<file path="src/rtl/sb_rx_packet_deframer.sv">
// Sideband RX packet deframer: rebuilds header(+data) messages from 64-bit phases,
// checks control/data parity and drops partial messages on timeout. Optional: SB_RX_PARITY_DROP_EN.
module sb_rx_packet_deframer #(
    parameter int unsigned TIMEOUT_CYCLES = 64
) (
    input  logic        i_clk,
    input  logic        i_rst,
    input  logic [63:0] i_phase,
    input  logic        i_phase_valid,
    output logic [61:0] o_header,
    output logic [63:0] o_data,
    output logic        o_has_data,
    output logic        o_msg_valid,
    output logic        o_cp_err,
    output logic        o_dp_err,
    output logic        o_timeout_err
);

    localparam int unsigned HDR_W = 62;
    localparam int unsigned PH_W  = 64;
    localparam int unsigned CNT_W = $clog2(TIMEOUT_CYCLES);

    typedef enum logic {
        ST_IDLE,
        ST_WAIT_DATA
    } state_t;

    state_t             state_q, state_d;
    logic [CNT_W-1:0]   cnt_q, cnt_d;
    logic [HDR_W-1:0]   hdr_q, hdr_d;
    logic               cp_rx_q, cp_rx_d;
    logic               dp_rx_q, dp_rx_d;

    logic [HDR_W-1:0]   header_q, header_d;
    logic [PH_W-1:0]    data_q, data_d;
    logic               has_data_q, has_data_d;
    logic               msg_valid_q, msg_valid_d;
    logic               cp_err_q, cp_err_d;
    logic               dp_err_q, dp_err_d;
    logic               timeout_q, timeout_d;

    logic               dlv_c;
    logic [HDR_W-1:0]   dlv_hdr_c;
    logic [PH_W-1:0]    dlv_data_c;
    logic               dlv_has_data_c;
    logic               dlv_cp_rx_c;
    logic               dlv_dp_rx_c;

    // Opcodes that are followed by a data phase
    function automatic logic is_data_op(input logic [4:0] op);
        return (op == 5'b00001) || (op == 5'b00101) || (op == 5'b11001) || (op == 5'b11011);
    endfunction

    always_comb begin
        state_d        = state_q;
        cnt_d          = cnt_q;
        hdr_d          = hdr_q;
        cp_rx_d        = cp_rx_q;
        dp_rx_d        = dp_rx_q;
        header_d       = header_q;
        data_d         = data_q;
        has_data_d     = has_data_q;
        msg_valid_d    = 1'b0;
        timeout_d      = 1'b0;
`ifdef SB_RX_PARITY_DROP_EN
        cp_err_d       = 1'b0;
        dp_err_d       = 1'b0;
`else
        cp_err_d       = cp_err_q;
        dp_err_d       = dp_err_q;
`endif
        dlv_c          = 1'b0;
        dlv_hdr_c      = '0;
        dlv_data_c     = '0;
        dlv_has_data_c = 1'b0;
        dlv_cp_rx_c    = 1'b0;
        dlv_dp_rx_c    = 1'b0;

        unique case (state_q)
            ST_IDLE: begin
                if (i_phase_valid) begin
                    hdr_d   = i_phase[HDR_W-1:0];
                    cp_rx_d = i_phase[62];
                    dp_rx_d = i_phase[63];
                    if (is_data_op(i_phase[4:0])) begin
                        state_d = ST_WAIT_DATA;
                        cnt_d   = '0;
                    end else begin
                        dlv_c       = 1'b1;
                        dlv_hdr_c   = i_phase[HDR_W-1:0];
                        dlv_cp_rx_c = i_phase[62];
                        dlv_dp_rx_c = i_phase[63];
                    end
                end
            end
            ST_WAIT_DATA: begin
                // A strobe wins over timeout expiry in the same cycle
                if (i_phase_valid) begin
                    dlv_c          = 1'b1;
                    dlv_hdr_c      = hdr_q;
                    dlv_data_c     = i_phase;
                    dlv_has_data_c = 1'b1;
                    dlv_cp_rx_c    = cp_rx_q;
                    dlv_dp_rx_c    = dp_rx_q;
                    state_d        = ST_IDLE;
                end else if (cnt_q == CNT_W'(TIMEOUT_CYCLES - 1)) begin
                    timeout_d = 1'b1;
                    cnt_d     = '0;
                    state_d   = ST_IDLE;
                end else begin
                    cnt_d = cnt_q + CNT_W'(1);
                end
            end
            default: state_d = ST_IDLE;
        endcase

        if (dlv_c) begin
            header_d   = dlv_hdr_c;
            data_d     = dlv_data_c;
            has_data_d = dlv_has_data_c;
            cp_err_d   = (^dlv_hdr_c) != dlv_cp_rx_c;
            // Header-only messages are sent with dp=0, so any set dp is an error
            dp_err_d   = dlv_has_data_c ? ((^dlv_data_c) != dlv_dp_rx_c) : dlv_dp_rx_c;
`ifdef SB_RX_PARITY_DROP_EN
            msg_valid_d = !(cp_err_d || dp_err_d);
`else
            msg_valid_d = 1'b1;
`endif
        end
    end

    always_ff @(posedge i_clk) begin
        if (i_rst) begin
            state_q     <= ST_IDLE;
            cnt_q       <= '0;
            hdr_q       <= '0;
            cp_rx_q     <= 1'b0;
            dp_rx_q     <= 1'b0;
            header_q    <= '0;
            data_q      <= '0;
            has_data_q  <= 1'b0;
            msg_valid_q <= 1'b0;
            cp_err_q    <= 1'b0;
            dp_err_q    <= 1'b0;
            timeout_q   <= 1'b0;
        end else begin
            state_q     <= state_d;
            cnt_q       <= cnt_d;
            hdr_q       <= hdr_d;
            cp_rx_q     <= cp_rx_d;
            dp_rx_q     <= dp_rx_d;
            header_q    <= header_d;
            data_q      <= data_d;
            has_data_q  <= has_data_d;
            msg_valid_q <= msg_valid_d;
            cp_err_q    <= cp_err_d;
            dp_err_q    <= dp_err_d;
            timeout_q   <= timeout_d;
        end
    end

    assign o_header      = header_q;
    assign o_data        = data_q;
    assign o_has_data    = has_data_q;
    assign o_msg_valid   = msg_valid_q;
    assign o_cp_err      = cp_err_q;
    assign o_dp_err      = dp_err_q;
    assign o_timeout_err = timeout_q;

endmodule

</file>
<file path="config.mk">
export PLATFORM = sky130hd
export DESIGN_NAME = sb_rx_packet_deframer
export DESIGN_NICKNAME = d
export VERILOG_FILES = /design/src/rtl/sb_rx_packet_deframer.sv
export SDC_FILE = /design/constraint.sdc
export NUM_CORES = 1
export LEC_CHECK = 0
export BUFFER_PORTS_ARGS = -buffer_cell sky130_fd_sc_hd__buf_2
export CAP_MARGIN = 20
export CORE_MARGIN = 5
export CORE_UTILIZATION = 59
export DETAILED_ROUTE_END_ITERATION = 16
export PLACE_DENSITY_LB_ADDON = 0.12
export SLEW_MARGIN = 20
export SYNTH_ARGS = -nofsm -noshare
export SYNTH_HDL_FRONTEND = slang
export SYNTH_SLANG_ARGS = --single-unit
</file>
<file path="constraint.sdc">
create_clock -name i_clk -period 5 [get_ports i_clk]
set_clock_uncertainty 0.15 [all_clocks]
set_input_delay 0.5 -clock i_clk [delete_from_list [all_inputs] [get_ports i_clk]]
set_output_delay 0.5 -clock i_clk [all_outputs]
set_load 0.01 [all_outputs]
</file>
## Word level (Yosys, flattened, before mapping)

Cells that the tools add are included.

- Output and inout bits: 131
- Word-level logic and storage cells: 64
- Bits in registers: 202

- Add/subtract/negate cells: 1
- Equal/unequal tests: 10
- Bitwise operators: 1
- Reductions and logical operators: 8
- Mux-type cells: 32

Operators with widths:

| operator | number |
|---|---|
| 2-to-1 mux 62 bit | 3 |
| 2-to-1 mux 64 bit | 2 |
| one-hot mux 62 bit (2 select lines) | 1 |
| parity 64 bit | 1 |
| parity 62 bit | 1 |
| 2-to-1 mux 6 bit | 4 |
| 2-to-1 mux 1 bit | 17 |
| one-hot mux 6 bit (2 select lines) | 1 |
| equality test 5 bit, second input constant | 2 |
| one-hot mux 1 bit (2 select lines) | 4 |
| adder 6 x 1 -> 6 bit, second input constant | 1 |
| equality test 6 bit, second input constant | 1 |
| inequality test 2 bit, second input constant | 3 |
| equality test 5 x 1 -> 1 bit, second input constant | 1 |
| equality test 5 x 3 -> 1 bit, second input constant | 1 |
| logical OR 1 bit | 3 |
| AND reduction 3 bit | 1 |
| OR reduction 3 bit | 1 |
| inequality test 1 bit | 2 |
| AND reduction 2 bit | 1 |
| NOT 1 bit | 1 |

## Logic depth before layout (Yosys ltp)

Gate-level depths: netlist (run 1).

- Depth after elaboration: 9
- Gate-level depth with buffers: 13
- Depth with buffers taken out: 9

## Least setup slack after synthesis (run 1)

No wires, ideal clock.

- Kind: input-to-reg
- Start: input i_phase[3]
- End: register cp_err_q, in the netlist o_cp_err
- Required time: 4780 ps
- Library setup time: 70 ps
- Buffers on the path: 2
- Cell stages on the path: 10
- Setup slack: 1893 ps
- Arrival: 2887 ps
- Cells stage by stage: buf_2 -> or4b_4 -> and3_1 -> buf_6 -> a22oi_2 -> xnor3_1 -> xnor2_1 -> xnor3_1 -> xnor3_1 -> a21oi_1

- Cells in the longest elaborated chain, start to end: 9
- Elaborated cells on any way between the ends: 18

Ends and longest elaborated chain:

| what | RTL line | source |
|---|---|---|
| start, declared | 8 | `input logic [63:0] i_phase,` |
| equality test 5 x 1 -> 1 bit / equality test 5 x 3 -> 1 bit (equally long branches) | 51 | `return (op == 5'b00001) \|\| (op == 5'b00101) \|\| (op == 5'b11001) \|\| (op == 5'b11011);` |
| logical OR 1 bit (3 in a row) | 51 |  |
| 2-to-1 mux 62 bit | 85 | `if (is_data_op(i_phase[4:0])) begin` |
| 2-to-1 mux 62 bit | 81 | `if (i_phase_valid) begin` |
| one-hot mux 62 bit (2 select lines) | 79 | `unique case (state_q)` |
| parity 62 bit | 121 | `cp_err_d = (^dlv_hdr_c) != dlv_cp_rx_c;` |
| inequality test 1 bit | 121 |  |
| end signal, assigned | 156 | `cp_err_q <= cp_err_d;` |
| end, declared | 38 | `logic cp_err_q, cp_err_d;` |

Several ways; a longest one is shown, not always the timed one.
A chain may end at the register's enable or synchronous reset.

## Final worst setup path (run 1)

- Start: register state_q
- End: register cp_err_q, in the netlist o_cp_err

- Cells in the longest elaborated chain, start to end: 4
- Elaborated cells on any way between the ends: 6

Ends and longest elaborated chain:

| what | RTL line | source |
|---|---|---|
| start, declared | 28 | `state_t state_q, state_d;` |
| start signal, assigned | 147 | `state_q <= state_d;` |
| NOT 1 bit | - |  |
| one-hot mux 62 bit (2 select lines) | 79 |  |
| parity 62 bit | 121 |  |
| inequality test 1 bit | 121 |  |

Several ways; a longest one is shown, not always the timed one.

==> reports/metrics.cfg, run 1 <==
[timing]
setup_tns_ns=0
fmax_ghz=0.290
hold_violations=0
setup_viol=0
whs_ns=0.151
worst_pin_slew_ns=1.00
rsz0062_at_grt=false
relSlewSlack_pct=33.2
slew_violations=0
fin_ws_ns=1.56
fin_crit_sh_pct=68.9
fin_crit_ns=3.44

[placement]
place_ws_ns=1.13
dpl.cell_count=1467
gp_congestion=0.851
port_buffers=197
detailed_place_hpwl_mm=17.7

[floorplan]
core_region_area_mm2=0.0158
die_h_um=136
fp.dieW_um=136
die-area_mm2=0.0186
ios=198
initial_core_util_pct=59.7
fp-row-count=46

[synthesis]
syn_nets=1204
synth_common_cells=dfxtp_1, nand2_1, nor2_1
avgSynthCellArea_um2=8.29
netlist_top_cells_area=dfxtp_1, xnor2_1, a21oi_1
async_flop_share_pct=0
ys_seq_area_share_pct=42.9
syn_area_mm2=0.00942
yosys_warnings=0
synth.most_common_cell=dfxtp_1
synth_enable_flop_cells=0
syn-instance-count=1136
synth_top_cell_by_area=dfxtp_1
synth_ff_type=dfxtp_1
yosys.area.top_type_share_pct=42.9
yosys_register_bits=202
yosysUniqueCellTypes=45

[pwr]
seq_power_share_pct=43.8
pwr_density_cell_mw_per_mm2=358
power.internal_uw=2880
ir_worst_vdd_mv=0.225
leakagePower_uw=0.00461
power_frac_clock_pct=38.0
switching_share_pct=27.4
p_sw_uw=1090
p_comb_share_pct=18.2
total_power_uw=3970

[clock_network]
postCtsSetupRepairBufs=0
clock_path_buffers=3
cts-root-buf=clkbuf_16
cts_resized=0
cts-buffers-inserted=21
clkTransAtPathRegs_ns=0.07
htreeDepth=1
holdBufCountCts=0
clk_latency_ns=0.50
cts_sinks=202
cts_tree=yes

[finish]
diodes=0
fill_cells=1358
regArea_mm2=0.00404
multiInputGateArea_mm2=0.00499
layout.cells.non_filler=1503
drive_gt1_share_pct=20.0
nets=1342
areaGrowthSynthToFinish_pct=17.7

[run]
drv_cap=0

[setup_path]
worstRegToRegCells=8
path_max_fanout=48
crit_type=reg -> reg
cp_slowest_cell=buf_4
r2r-start=state_q$_SDFF_PP0_
cp-end-kind=register
r2r_slack_ns=1.56
cp-start-kind=register
rr_endpoint=o_cp_err$_SDFFE_PP0P_
worstPathCellList=nor2b_4, buf_4, and3_2, buf_4, a21oi_1, xnor3_1, xnor3_1, a21oi_1
cp.arrival_ns=3.65
crit_required_ns=5.21
cp_slowest_stage_delay_ns=0.58

[worst_hold_path]
min_to=hdr_q[39]$_SDFFE_PP0P_
min_delay_path_depth=3
hold_class=in -> reg
holdCritStartpoint=i_phase[39]

[outcome]
outcome=finished clean

[global_routing]
antenna_found_initial=0
grt_pass1_vias=8134
grt_max_degree=97
grt_pass1_wl_mm=42.1
grt.total_usage_pct=27.7
grt_overflow=0

[routing]
dr_total_vias=8989
drtIter0Drc=1024
vias_per_cell=5.98
wl_per_cell_um=17.8
antenna_left=0
drc=0
drtPass1Iterations=9
totalWireLength_mm=26.8

==> kinds of logic after synthesis <==
| group | after synthesis | share of synthesized area (%) |
|---|---|---|
| mux | 2 | 0.213 |
| buf+inv | 98 | 4.31 |
| fa+ha+maj | 1 | 0.133 |
| simple gates | 396 | 18.8 |
| flops | 202 | 42.9 |
| xor+xnor | 91 | 9.19 |
| compound gates | 346 | 24.4 |
==> stage by stage <==
step | cell area, µm² | utilization (%)
6_report | 11100 | 70.3
3_5_place_dp | 10400 | 66.1
5_1_grt | 11100 | 70.3
2_1_floorplan | 9420 | -
3_3_place_gp | 10400 | 66.1
4_1_cts | 11100 | 70.3
==> layout make-up <==
type,instances,area share [%]
Multi-Input combinational cell,836,45.1
Sequential cell,202,36.5
Timing Repair Buffer,213,10.0
Clock buffer,27,5.31
Tap cell,216,2.44
Clock inverter,9,0.666
==> critical path, delay by kind of cell, from the launching register on <==
kind	cells	cell delay, ns
AOI/OAI and AO/OA	2	0.28
and+or+nand+nor	2	0.68
xor gates and xnor gates	2	0.74
buffers and inverters	2	1.04
DFF	1	0.37
==> power by group through the flow <==
stage          clock network, µW  logic [µW]  registers, µW
2_1_floorplan                  0         496           1780
3_3_place_gp                   0         706           1770
3_5_place_dp                   0         717           1770
4_1_cts                     1540         721           1740
5_1_grt                     1600         782           1750
6_report                    1510         724           1740
==> worst max-delay path by stage <==
stage	slack, ns	endpoint	cells past startpoint	start
finish	1.56	o_cp_err$_SDFFE_PP0P_	8	state_q$_SDFF_PP0_
global route	1.36	o_cp_err$_SDFFE_PP0P_	8	state_q$_SDFF_PP0_
CTS	1.59	o_cp_err$_SDFFE_PP0P_	8	state_q$_SDFF_PP0_
detailed placement	1.13	o_cp_err$_SDFFE_PP0P_	12	i_phase_valid
global placement	1.18	o_cp_err$_SDFFE_PP0P_	12	i_phase_valid
floorplan	1.89	o_cp_err$_SDFFE_PP0P_	10	i_phase[3]
==> registers in the layout, summed over array words and instances (netlist names), 6 cells and up <==
signal	flops
o_header	62
hdr_q	62
cnt_q	6
o_data	64
==> cell usage in the layout (no fill, tap or decap), types with 4 or more instances in the layout <==
cell       netlist  routed
nand3_1         15      15
a211oi_1         4       4
a21oi_1        119     119
clkbuf_8         0       4
a222oi_1        56      56
nand2b_1        21      20
a22oi_1         72      72
clkinv_2         0       7
nor2_1         138     138
nand2_1        147     147
a32oi_1          4       4
and3_1           6       5
a31oi_1         13      13
dfxtp_1        202     202
buf_2           10     196
xor2_1          12      12
xnor3_1          5       5
xnor2_1         74      74
clkbuf_16        0      21
o21ai_0         61      60
nor2b_1         55      54
buf_4            2      16
==> routing by layer <==
metal | GRT usage (%) | share of wire (%) | up-vias
met1 | 38.0 | 43 | 4292
met4 | 7.39 | 2.1 | 0
li1 | - | - | 4305
met5 | 0 | 0 | -
met3 | 4.77 | 7.6 | 46
met2 | 45.2 | 47 | 346
No activity file was read; power rests on OpenSTA's default activity.
==> run 2, diff against run 1 <==
--- a/config.mk
+++ b/config.mk
@@ -5,10 +5,11 @@
 export SDC_FILE = /design/constraint.sdc
 export NUM_CORES = 1
 export LEC_CHECK = 0
+export ABC_AREA = 1
 export BUFFER_PORTS_ARGS = -buffer_cell sky130_fd_sc_hd__buf_2
 export CAP_MARGIN = 20
 export CORE_MARGIN = 5
-export CORE_UTILIZATION = 59
+export CORE_UTILIZATION = 51
 export DETAILED_ROUTE_END_ITERATION = 16
 export PLACE_DENSITY_LB_ADDON = 0.12
 export SLEW_MARGIN = 20
==> constraint.sdc (replaced) <==
create_clock -name i_clk -period 3.1 [get_ports i_clk]
set_clock_uncertainty 0.15 [all_clocks]
set_input_delay 0.31 -clock i_clk [delete_from_list [all_inputs] [get_ports i_clk]]
set_output_delay 0.31 -clock i_clk [all_outputs]
set_load 0.01 [all_outputs]
==> reports/metrics.cfg, run 2 <==
[timing]
fmax_ghz=0.346
fin_crit_sh_pct=93.2
slew_violations=0  ; unchanged
fin_crit_ns=2.89
whs_ns=0.0324  ; was 0.151 ns
setup_viol=0  ; unchanged
relSlewSlack_pct=49.8  ; was 33.2%
hold_violations=0  ; unchanged
worst_pin_slew_ns=0.753  ; was 1.00 ns

[synthesis]
synth_top_cell_by_area=dfxtp_1  ; unchanged
async_flop_share_pct=0  ; unchanged
yosys_warnings=0  ; unchanged
synth_common_cells=nand2_1, inv_1, dfxtp_1  ; was dfxtp_1, nand2_1, nor2_1
synth_enable_flop_cells=0  ; unchanged
syn-instance-count=1678  ; was 1136
yosysUniqueCellTypes=36  ; was 45
synth.most_common_cell=nand2_1  ; was dfxtp_1
netlist_top_cells_area=dfxtp_1, nand2_1, a21oi_1  ; was dfxtp_1, xnor2_1, a21oi_1
ys_seq_area_share_pct=38.1  ; was 42.9%
syn_nets=1746  ; was 1204
synth_ff_type=dfxtp_1  ; unchanged
yosys_register_bits=202  ; unchanged
yosys.area.top_type_share_pct=38.1  ; was 42.9%
syn_area_mm2=0.0106  ; was 0.00942 mm²
avgSynthCellArea_um2=6.32  ; was 8.29 µm²

[worst_hold_path]
holdCritStartpoint=i_rst  ; was i_phase[39]
min_delay_path_depth=3  ; unchanged
hold_class=in -> reg  ; unchanged
min_to=hdr_q[2]$_SDFFE_PP0P_  ; was hdr_q[39]$_SDFFE_PP0P_

[finish]
nets=1997  ; was 1342
drive_gt1_share_pct=18.0  ; was 20.0%
diodes=0  ; unchanged
layout_common_cells=nand2_1, inv_1, dfxtp_1  ; was dfxtp_1, buf_2, nand2_1
design_area_mm2=0.0134  ; was 0.0111 mm²
final_common_cell=nand2_1  ; was dfxtp_1
largest_register_ffs=64  ; unchanged
areaGrowthSynthToFinish_pct=26.1  ; was 17.7%

[routing]
vias_per_cell=4.90  ; was 5.98
drc=0  ; unchanged
dr_total_vias=10800  ; was 8989
totalWireLength_mm=30.7  ; was 26.8 mm
wl_per_cell_um=13.8  ; was 17.8 µm
antenna_left=0  ; unchanged
drtPass1Iterations=5  ; was 9
drtIter0Drc=758  ; was 1024

[setup_path]
cp-end-kind=register  ; unchanged
r2r-start=state_q$_SDFF_PP0_  ; unchanged
worstRegToRegCells=18  ; was 8
cp.arrival_ns=3.14  ; was 3.65 ns
crit_buf_inv=7  ; was 2
rr_endpoint=o_dp_err$_SDFFE_PP0P_  ; was o_cp_err$_SDFFE_PP0P_
cp-start-kind=input pin  ; was register
path_max_fanout=18  ; was 48
crit_required_ns=3.35  ; was 5.21 ns
crit_type=in -> reg  ; was reg -> reg
cp_slowest_cell=dlygate4sd3_1  ; was buf_4
cp_slowest_stage_delay_ns=0.53  ; was 0.58 ns
crit_path_frequent_cell=nand2_1
critical_path.top_delay_family=simple AND/OR/NAND/NOR gates  ; was buffers and inverters
r2r_slack_ns=0.25  ; was 1.56 ns

[global_routing]
antenna_found_initial=0  ; unchanged
grt_pass1_vias=9883  ; was 8134
grt_max_degree=157  ; was 97
grt_overflow=0  ; unchanged
grt.total_usage_pct=24.7  ; was 27.7%
grt_pass1_wl_mm=49.7  ; was 42.1 mm

[floorplan]
initial_core_util_pct=52.1  ; was 59.7%
die-area_mm2=0.0238  ; was 0.0186 mm²
die_h_um=154  ; was 136 µm
ios=198  ; unchanged
fp-row-count=52  ; was 46
core_region_area_mm2=0.0204  ; was 0.0158 mm²
fp.dieW_um=154  ; was 136 µm

[placement]
placed_area_mm2=0.0119  ; was 0.0104 mm²
port_buffers=197  ; unchanged
detailed_place_hpwl_mm=21.5  ; was 17.7 mm
gp_congestion=0.903  ; was 0.851

[pwr]
ir_worst_vdd_mv=0.404  ; was 0.225 mV
total_power_uw=6650  ; was 3970 µW
leakagePower_uw=0.00665  ; was 0.00461 µW
pwr_density_cell_mw_per_mm2=497  ; was 358 mW/mm²

[run]
drv_cap=0  ; unchanged

[outcome]
outcome=finished clean  ; unchanged

[clock_network]
clock_path_buffers=3  ; unchanged
clkTransAtPathRegs_ns=0.06  ; was 0.07 ns
clk_latency_ns=0.51  ; was 0.50 ns
cts-root-buf=clkbuf_16  ; unchanged
htreeDepth=1  ; unchanged
cts_tree=yes  ; unchanged
cts-buffers-inserted=23  ; was 21
cts_sinks=202  ; unchanged

## run 2: changes by cell type after synthesis, moves of 46 or more
cell,change
nand2_1,+508
inv_1,+205
a22oi_1,-72
a21oi_1,+61
a222oi_1,-56
nor2b_1,-55
xnor2_1,-46
## run 2: how the worst max path moves through the flow
stage,from,to,slack [ns],depth (start not counted)
global route,i_phase[2],o_cp_err$_SDFFE_PP0P_,-0.03,24
global placement,i_phase[2],o_cp_err$_SDFFE_PP0P_,0.18,24
CTS,state_q$_SDFF_PP0_,o_dp_err$_SDFFE_PP0P_,0.11,18
detailed placement,i_phase[2],o_cp_err$_SDFFE_PP0P_,0.13,24
floorplan,i_phase[2],o_cp_err$_SDFFE_PP0P_,0.84,22
finish,i_phase[2],o_cp_err$_SDFFE_PP0P_,0.21,25
## run 2: kinds of logic (layout without fill, tap and decap cells)
kind of cell	after synthesis	count (layout)	share of synthesized area, %
AOI/OAI and AO/OA	268	268	13.7
DFF	202	202	38.1
adders and majority gates	1	1	0.118
and+or+nand+nor	872	873	32.8
xor gates and xnor gates	44	44	3.63
buffers and inverters	291	556	11.6
## run 2: final cells by class
type	count	area, µm²
Inverter	218	823
Multi-Input combinational cell	1186	5420
Timing Repair Buffer	298	2010
Tap cell	270	338
Clock buffer	31	666
Clock inverter	9	82.6
Fill cell	1849	6990
Sequential cell	202	4050
## run 2: per-layer routing
metal / wire (µm) / global-route usage, %
met1: 15100 / 37.9
met2: 12700 / 36.2
met3: 2330 / 4.75
met4: 570 / 4.88
met5: 0 / 0
## run 2: repair_timing
item / CTS / global route
setup buffers: 0 / 1
setup endpoints to repair: 0 / 2
endpoints found under the hold margin: 68 / 0
hold buffers: 63 / 0
gates resized for setup: 0 / 19
## run 2: power breakdown
| group | switching [µW] | leakage, µW | internal [µW] |
|---|---|---|---|
| clock network | 1090 | 0.000373 | 1590 |
| registers | 49.7 | 0.00165 | 2710 |
| logic | 754 | 0.00462 | 451 |
| total | 1900 | 0.00665 | 4750 |
## run 2: tightest hold or removal path: cells and delay by family
kind	cells	cell delay, ns
buffers and inverters	2	0.21
AOI/OAI and AO/OA	1	0.12
## run 2: per-stage QoR
| stage | setup slack [ns] | util, % | TNS, ns | instances |
|---|---|---|---|---|
| final | 0.211 | 65.7 | 0 | 2214 |
| after global routing | -0.0339 | 65.7 | -0.0339 | 2214 |
| after CTS | 0.110 | 65.2 | 0 | 2212 |
| after detailed placement | 0.132 | 58.5 | 0 | 2109 |
| after global placement | 0.183 | 58.5 | 0 | 2109 |
| after floorplan | 0.840 | - | 0 | 1678 |
